**src/rtl/div_pkg.sv**
```systemverilog
// Shared types and defaults for the sequential divider.
// State encoding and the default operand width.
package div_pkg;

  localparam int DEF_WIDTH = 16;

  typedef enum logic [1:0] {
    IDLE,
    RUN,
    FIX,
    DONE
  } state_t;

endpackage

```
**src/rtl/div_step.sv**
```systemverilog
// One restoring shift-subtract step of the divider.
// Pure combinational; the caller iterates it once per cycle.
module div_step
  import div_pkg::*;
#(
  parameter int width = DEF_WIDTH
) (
  input  logic [width-1:0] prem,
  input  logic [width:0]   dvs,
  input  logic             nbit,
  output logic [width-1:0] nrem,
  output logic             qbit
);

  logic [width:0] t;

  // prem < dvs always holds, so the result fits back in width bits
  always_comb begin
    t    = {prem, nbit};
    qbit = (t >= dvs);
    nrem = qbit ? width'(t - dvs) : t[width-1:0];
  end

endmodule

```
**src/rtl/seq_divider.sv**
```systemverilog
// Sequential restoring divider: IDLE -> RUN -> FIX -> DONE.
// Define SEQ_DIVIDER_SIGNED_EN for two's-complement operands.
module seq_divider
  import div_pkg::*;
#(
  parameter int width = DEF_WIDTH
) (
  input  logic             CLK,
  input  logic             RST,
  input  logic             Begin,
  input  logic [width-1:0] Dividend,
  input  logic [width-1:0] Divisor,
  output logic [width-1:0] Quotient,
  output logic [width-1:0] Remainder,
  output logic             Busy,
  output logic             Done,
  output logic             DivByZero
);

  localparam int cw = $clog2(width + 1);

  state_t           state;
  logic [cw-1:0]    cnt;
  logic [width-1:0] prem;
  logic [width-1:0] qr;
  logic [width-1:0] qout;
  logic [width-1:0] rout;
  logic [width:0]   dvs;
  logic [width:0]   ea;
  logic [width:0]   eb;
  logic [width:0]   ma;
  logic [width:0]   mb;
  logic [width-1:0] nrem;
  logic [width-1:0] qfix;
  logic [width-1:0] rfix;
  logic             qbit;
  logic             sa;
  logic             sb;
  logic             zf;
  logic             busy;
  logic             done;
  logic             dbz;
`ifdef SEQ_DIVIDER_SIGNED_EN
  logic             nq;
  logic             nr;
`endif

  // Magnitudes in width+1 bits so -2^(width-1) does not overflow
  always_comb begin
`ifdef SEQ_DIVIDER_SIGNED_EN
    sa = Dividend[width-1];
    sb = Divisor[width-1];
`else
    sa = 1'b0;
    sb = 1'b0;
`endif
    ea = {sa, Dividend};
    eb = {sb, Divisor};
    ma = sa ? -ea : ea;
    mb = sb ? -eb : eb;
  end

  always_comb begin
`ifdef SEQ_DIVIDER_SIGNED_EN
    qfix = nq ? -qr : qr;
    rfix = nr ? -prem : prem;
`else
    qfix = qr;
    rfix = prem;
`endif
  end

  div_step #(
    .width(width)
  ) u_step (
    .prem(prem),
    .dvs (dvs),
    .nbit(qr[width-1]),
    .nrem(nrem),
    .qbit(qbit)
  );

  always_ff @(posedge CLK or posedge RST) begin
    if (RST) begin
      state <= IDLE;
      cnt   <= '0;
      prem  <= '0;
      qr    <= '0;
      dvs   <= '0;
      qout  <= '0;
      rout  <= '0;
      zf    <= 1'b0;
      busy  <= 1'b0;
      done  <= 1'b0;
      dbz   <= 1'b0;
`ifdef SEQ_DIVIDER_SIGNED_EN
      nq    <= 1'b0;
      nr    <= 1'b0;
`endif
    end else begin
      unique case (state)
        IDLE, DONE: begin
          if (Begin) begin
            done <= 1'b0;
            dbz  <= 1'b0;
            busy <= 1'b1;
            prem <= '0;
            dvs  <= mb;
            cnt  <= cw'(width);
            zf   <= (Divisor == '0);
`ifdef SEQ_DIVIDER_SIGNED_EN
            nq   <= sa ^ sb;
            nr   <= sa;
`endif
            // Zero divisor keeps the raw dividend for Remainder
            if (Divisor == '0) begin
              qr    <= Dividend;
              state <= FIX;
            end else begin
              qr    <= width'(ma);
              state <= RUN;
            end
          end
        end
        RUN: begin
          prem <= nrem;
          qr   <= {qr[width-2:0], qbit};
          cnt  <= cnt - cw'(1);
          if (cnt == cw'(1))
            state <= FIX;
        end
        FIX: begin
          qout  <= zf ? '1 : qfix;
          rout  <= zf ? qr : rfix;
          dbz   <= zf;
          done  <= 1'b1;
          busy  <= 1'b0;
          state <= DONE;
        end
      endcase
    end
  end

  assign Quotient  = qout;
  assign Remainder = rout;
  assign Busy      = busy;
  assign Done      = done;
  assign DivByZero = dbz;

endmodule

```
**config.mk**
```make
export PLATFORM = sky130hd
export DESIGN_NAME = seq_divider
export DESIGN_NICKNAME = d
export VERILOG_FILES = /design/src/rtl/div_pkg.sv /design/src/rtl/div_step.sv /design/src/rtl/seq_divider.sv
export SDC_FILE = /design/constraint.sdc
export NUM_CORES = 1
export LEC_CHECK = 0
export CORE_MARGIN = 1.5
export CORE_UTILIZATION = 58
export DETAILED_ROUTE_END_ITERATION = 8
export PLACE_DENSITY = 0.92
export REMOVE_ABC_BUFFERS = 1
export SYNTH_ARGS = -nofsm -noshare
export SYNTH_HDL_FRONTEND = slang
export SYNTH_SLANG_ARGS = --single-unit
```
**constraint.sdc**
```tcl
create_clock -name CLK -period 6 [get_ports CLK]
set_input_delay 0.9 -clock CLK [delete_from_list [all_inputs] [get_ports CLK]]
set_output_delay 0.9 -clock CLK [all_outputs]
set_load 0.02 [all_outputs]
```
* Word level (Yosys, flattened, before mapping)
Index checks and enable logic that the tools add are counted.
** Storage, ports and cells
- Bits in latches :: 0
- Memories :: 0
- Output and inout bits :: 35
- Bits in writable memories :: 0
- ROM bits :: 0
- Register bits :: 91
- Word-level logic and storage cells :: 47
** Operators by class
- Shift operators :: 0
- Mux-type cells :: 18
- Add/sub/neg operators :: 2
- Div/mod/pow operators :: 0
- $mul :: 0
- Bitwise gates (word level) :: 0
- Eq/ne operators :: 6
- $lt $le $gt $ge :: 1
- Reductions and logical operators :: 9
** Operators by type and width (number)
- 16-bit two-way mux :: 5
- 16-bit one-hot mux with 2 select lines :: 2
- 17-bit by 16-bit greater-or-equal comparator with 1-bit output :: 1
- 16-bit logical NOT :: 1
- 16-bit subtractor :: 1
- 5-bit one-hot mux with 2 select lines :: 1
- 2-bit AND reduction :: 4
- 2-bit two-way mux :: 3
- 1-bit one-hot mux with 2 select lines :: 3
- 2-bit one-hot mux with 3 select lines :: 1
- 5-bit by 1-bit equality test with 1-bit output, second input constant :: 1
- 5-bit two-way mux :: 1
- 5-bit by 1-bit subtractor with 5-bit output, second input constant :: 1
- 2-bit equality test, second input constant :: 2
- 2-bit inequality test, second input constant :: 2
- 2-bit nonzero test :: 2
- 2-bit by 1-bit equality test with 1-bit output, second input constant :: 1
- 2-bit logical NOT :: 1
- 1-bit two-way mux :: 2
- 2-bit OR reduction :: 1

* Longest topological paths before layout
- Depth in word-level cells :: 4
- Mapped depth :: 10
- Gate-level depth less buffers :: 9

* By module
From an unflattened synthesis, not the netlist that was laid out.
** Second synthesis, totals
- Cells, all modules :: 486
- Area, all modules :: 5011.1 um^2
** By module, submodules not included
- seq_divider :: area an instance 3888.7 um^2, instances 1, sequential area each 2277.2 um^2, cells each 345
- div_step :: area an instance 1122.3 um^2, instances 1, sequential area each 0.0 um^2, cells each 141

* Worst setup path after synthesis
Ideal clock, no wire load.
- Kind :: register to register
- Start :: register qr[15], in the netlist qfix[15]
- End :: register prem[12]
- Cell stages (with the launch flop) :: 10
- Path slack :: 3.728 ns
- Setup time :: 0.095 ns
- Clock period less this slack :: 2.272 ns
- Arrival time :: 2.177 ns
- Data required time :: 5.905 ns
- Cells stage by stage :: dfrtp_1 -> inv_1 -> ha_1 -> fa_1 -> nand2b_1 -> a211oi_1 -> o21bai_1 -> a311oi_1 -> xnor2_1 -> o31ai_1
** Between the ends
- Longest elaborated chain between the ends :: 3
** Ends and longest elaborated chain
- start: declaration :: line seq_divider.sv:25 : logic [width-1:0] qr;
- start signal: assignment :: line seq_divider.sv:117 : qr <= Dividend;
- start signal: assignment :: line seq_divider.sv:120 : qr <= width'(ma);
- start signal: assignment :: line seq_divider.sv:127 : qr <= {qr[width-2:0], qbit};
- 16-bit subtractor / 17-bit by 16-bit greater-or-equal comparator with 1-bit output (equally long branches) :: line div_step.sv:21, div_step.sv:20
- 16-bit two-way mux (*) :: line div_step.sv:21 : nrem = qbit ? width'(t - dvs) : t[width-1:0];
- 16-bit one-hot mux with 2 select lines (*) :: line seq_divider.sv:101 : unique case (state)
- end signal: assignment :: line seq_divider.sv:126 : prem <= nrem;
- end: declaration :: line seq_divider.sv:24 : logic [width-1:0] prem;
Every way passes the cells marked *; elsewhere a longest branch is shown, timed or not.
A chain may end at the register's enable or synchronous reset.

* Worst setup path in the final report
- Start :: register prem[8]
- End :: register prem[11]
** Between the ends
- Longest elaborated chain between the ends :: 3
** Ends and longest elaborated chain (line)
- 16-bit subtractor / 17-bit by 16-bit greater-or-equal comparator with 1-bit output (equally long branches) :: div_step.sv:21, div_step.sv:20
- 16-bit two-way mux (*) :: div_step.sv:21
- 16-bit one-hot mux with 2 select lines (*) :: seq_divider.sv:101
Marked as above.

==> results.md <==
- Reg2reg start: prem[8]
- Filler instances: about 600
- Core Box Area: between 0.008 and 0.009 sq mm
- Initial antenna violation count: 0
- Setup TNS: 0 ns
- Setup bufs post-CTS: 0
- Final Max Tran Viols: 0
- Layout cells sized above 1: under 10%
- Final min period: 2.948 ns
- Sequential standard cell area: 0.002277 sq mm
- DIE AREA: 0.009109 sq mm
- DRT antenna net count: 0
- Clk buf depth: 2
- Area Growth Syn to Fin: 18.99%
- Residual DRC: 0
- DR pass1 iterations: 7
- Critical Path Source Type: register
- Worst Hold Class: reg -> reg
- Largest net degree at the start of global routing: 70
- Max stage delay on crit path: roughly 0.7 ns
- Setup slack after layout: ~3.1 ns
- Routed length per instance: 17.41 microns
- Post-DP Area: 0.005652 sq mm
- Cell area power density: between 500 and 600 mW/mm^2
- Tot GR Track Use: between 20 and 30%
- Max-cap violation count: 0
- Final setup viols: 0
- Vias in the first global route: a little over 4,000
- CTS tree: done
- Yosys warnings: 0
- Post-DP HPWL: between 8000 and 9000 microns
- Critical Path Source: prem[8]
- Gate Count Post-Synth: 537
- Die H: about 95 microns
- Yosys reg bits: 91
- Pre-CTS WS: 2.997 ns
- Critical path's slowest cell: a21oi_1
- Cts repair resizes: 0
- Synth Flop Type: dfrtp_1
- Tcrit/Tclk final: between 40% and 50%
- Fin Clk Skew: 0.007880 ns
- CTS H-tree lvls: 3
- Num rows: 33
- Synthesized area: between 0.004 and 0.005 sq mm
- Fraction of registers with async set/reset: 100.0%
- Via/cell ratio: between 6 and 7
- Multi-input logic area: ~0.0024 sq mm
- Clk_lat worst skew: between 0.3 and 0.4 ns
- Num Clock Sinks: 91
- Outcome: finished clean
- Hold Path Origin: DivByZero
- Worst-Margin Slew: 1.141 ns
- Post-Route WL: between 10,000 and 15,000 microns
- Setup CP Type: reg -> reg
- Die Wd: roughly 95 microns
- Max-Slew Margin vs Limit: a little under a quarter
- Worst path required time: ~6.3 ns
- Initial DRC Count: 479
- Fin. Hold Viols: 0
- EDFF count, synth: 0
- # IOs: 70
- Max frequency: 0.3392 GHz
- Via count: between 4,000 and 5,000
- Antenna Cells: 0
- Unrepaired setup endpoints after global routing: no
- Mapped Avg Cell Area: 9.229 sq um
- Buffers on Ports: 69
- Maximum fanout along the worst path: 12
- Distinct cells, synth: 52
- Ordered cell list for the critical path: ha_1, o21ai_0, a21oi_1, o21ai_0, a21oi_1, nor2_1, a311o_1
- CTS Hold Buffers Added: 0
- CTS root buf: clkbuf_8
- Cell area after layout: a little under 0.006 sq mm
- Gpl congestion: 0.9455
- Starting Density: about three fifths
- VDD IR max: 0.3081 mV
- Post-synthesis sequential area ratio: 45.95%
- Crit path DAT: approximately 3.2 ns
- LEAKAGE: about 0.0025 uW
- Global-route wire length before repair: ~20,000 microns
- Core Util, Final: approximately 71%
- Reg clk slew, reported paths: 0.09 ns
- Grt total ovfl: 0
- Final nets: between 600 and 700
- Total CTS buffers: 9
- CP endpoint kind: register
-- cells in the mapped netlist (6+ instances only) --
library cell	n	share of area [%]
nor2_1	102	7.7
dfrtp_1	91	46
a21oi_1	53	5.4
nand2_1	33	2.5
inv_1	27	2.0
clkbuf_1	24	1.8
ha_1	20	5.0
mux2i_1	19	3.8
mux2_2	17	3.9
o22ai_1	17	2.1
o21ai_0	15	1.5
o211ai_1	9	1.4
xnor2_1	8	1.4
nand2b_1	7	0.88
and2_1	6	0.76
nor3_1	6	0.61
o31ai_1	6	0.91
-- final cells by class --
| type | instances | share of cell area (%) |
|---|---|---|
| clock inverters | 7 | 2.058 |
| multi-input cells | 383 | 41.06 |
| inverters | 28 | 1.846 |
| flip-flops and latches | 91 | 38.62 |
| clock buffers | 9 | 2.101 |
| well taps | 105 | 2.228 |
| repair buffers | 72 | 12.09 |
-- final timing paths --
path | depth (start not counted) | to | slack [ns]
max | 7 | prem[11] | 3.05
min | 1 | DivByZero | 0.51
max reg2reg | 7 | prem[11] | 3.05
min reg2reg | 1 | DivByZero | 0.51
max in group asynchronous | 3 | qfix[3] | 3.96
min in group asynchronous | 2 | Quotient[0] | 0.90
-- routing by layer --
metal	vias up	share of wire (%)	global-route usage (%)
met3	26	7.1	3.828
li1	1978	-	-
met4	0	2.1	9.804
met5	-	0	0
met1	2083	41	37.03
met2	211	50	47.58
-- per-stage QoR --
stage / cells / power [uW] / hold WS, ns
global route: 695 / 3447 / 0.5121
floorplan: 502 / 2123 / 0.4741
CTS: 695 / 3215 / 0.5033
detailed placement: 679 / 2681 / 0.4809
global placement: 679 / 2566 / 0.4662
finish: 695 / 3232 / 0.5059
-- power breakdown --
part	internal (uW)	total, uW	leakage (uW)	switching [uW]
Combinational	682	1670	0.00129	986
Clock	280	515	0.000124	235
Sequential	864	1050	0.00108	185
-- kinds of logic (layout without fill, tap and decap cells) --
group / after synthesis / after routing / synth area share [%]
DFF: 91 / 91 / 45.95
adders and majority gates: 21 / 21 / 5.453
and+or+nand+nor: 180 / 180 / 15.98
xor gates and xnor gates: 12 / 12 / 2.121
AOI/OAI and AO/OA: 134 / 134 / 17.55
buffers and inverters: 63 / 116 / 5.251
muxes: 36 / 36 / 7.700
-- state kept, by name (all words and copies together), names as in the netlist --
register / cells
Quotient: 16
Remainder: 16
dvs: 16
prem: 16
qfix: 16
cnt: 5
state: 2
Busy: 1
DivByZero: 1
Done: 1
zf: 1
-- layout by cell type, fill, tap and decap left out, drive strengths merged, types with 2 or more instances in the layout --
master / count
o221ai: 3
o31ai: 7
nand4: 5
o22ai: 17
clkbuf: 9
o311ai: 2
o21ai: 15
inv: 29
a41oi: 3
bufinv: 3
mux2i: 19
nor3: 6
mux2: 17
a21o: 5
clkdlybuf4s50: 69
xnor2: 8
ha: 20
clkinv: 3
nor2: 102
nand3b: 4
a32o: 2
xor2: 4
nor4: 5
a22oi: 2
a221o: 3
and3: 2
o211ai: 9
dfrtp: 91
nand3: 5
a21oi: 53
a211oi: 4
and2: 6
nand2: 34
buf: 3
nand2b: 7
-- worst max-delay path, delay by kind of cell, from the launching register on --
kind | cells | cell delay, ns
AOI/OAI and AO/OA | 5 | 1.61
adders and majority gates | 1 | 0.49
DFF | 1 | 0.47
and+or+nand+nor | 1 | 0.27
Note: power is estimated with default switching activity, not from simulation.
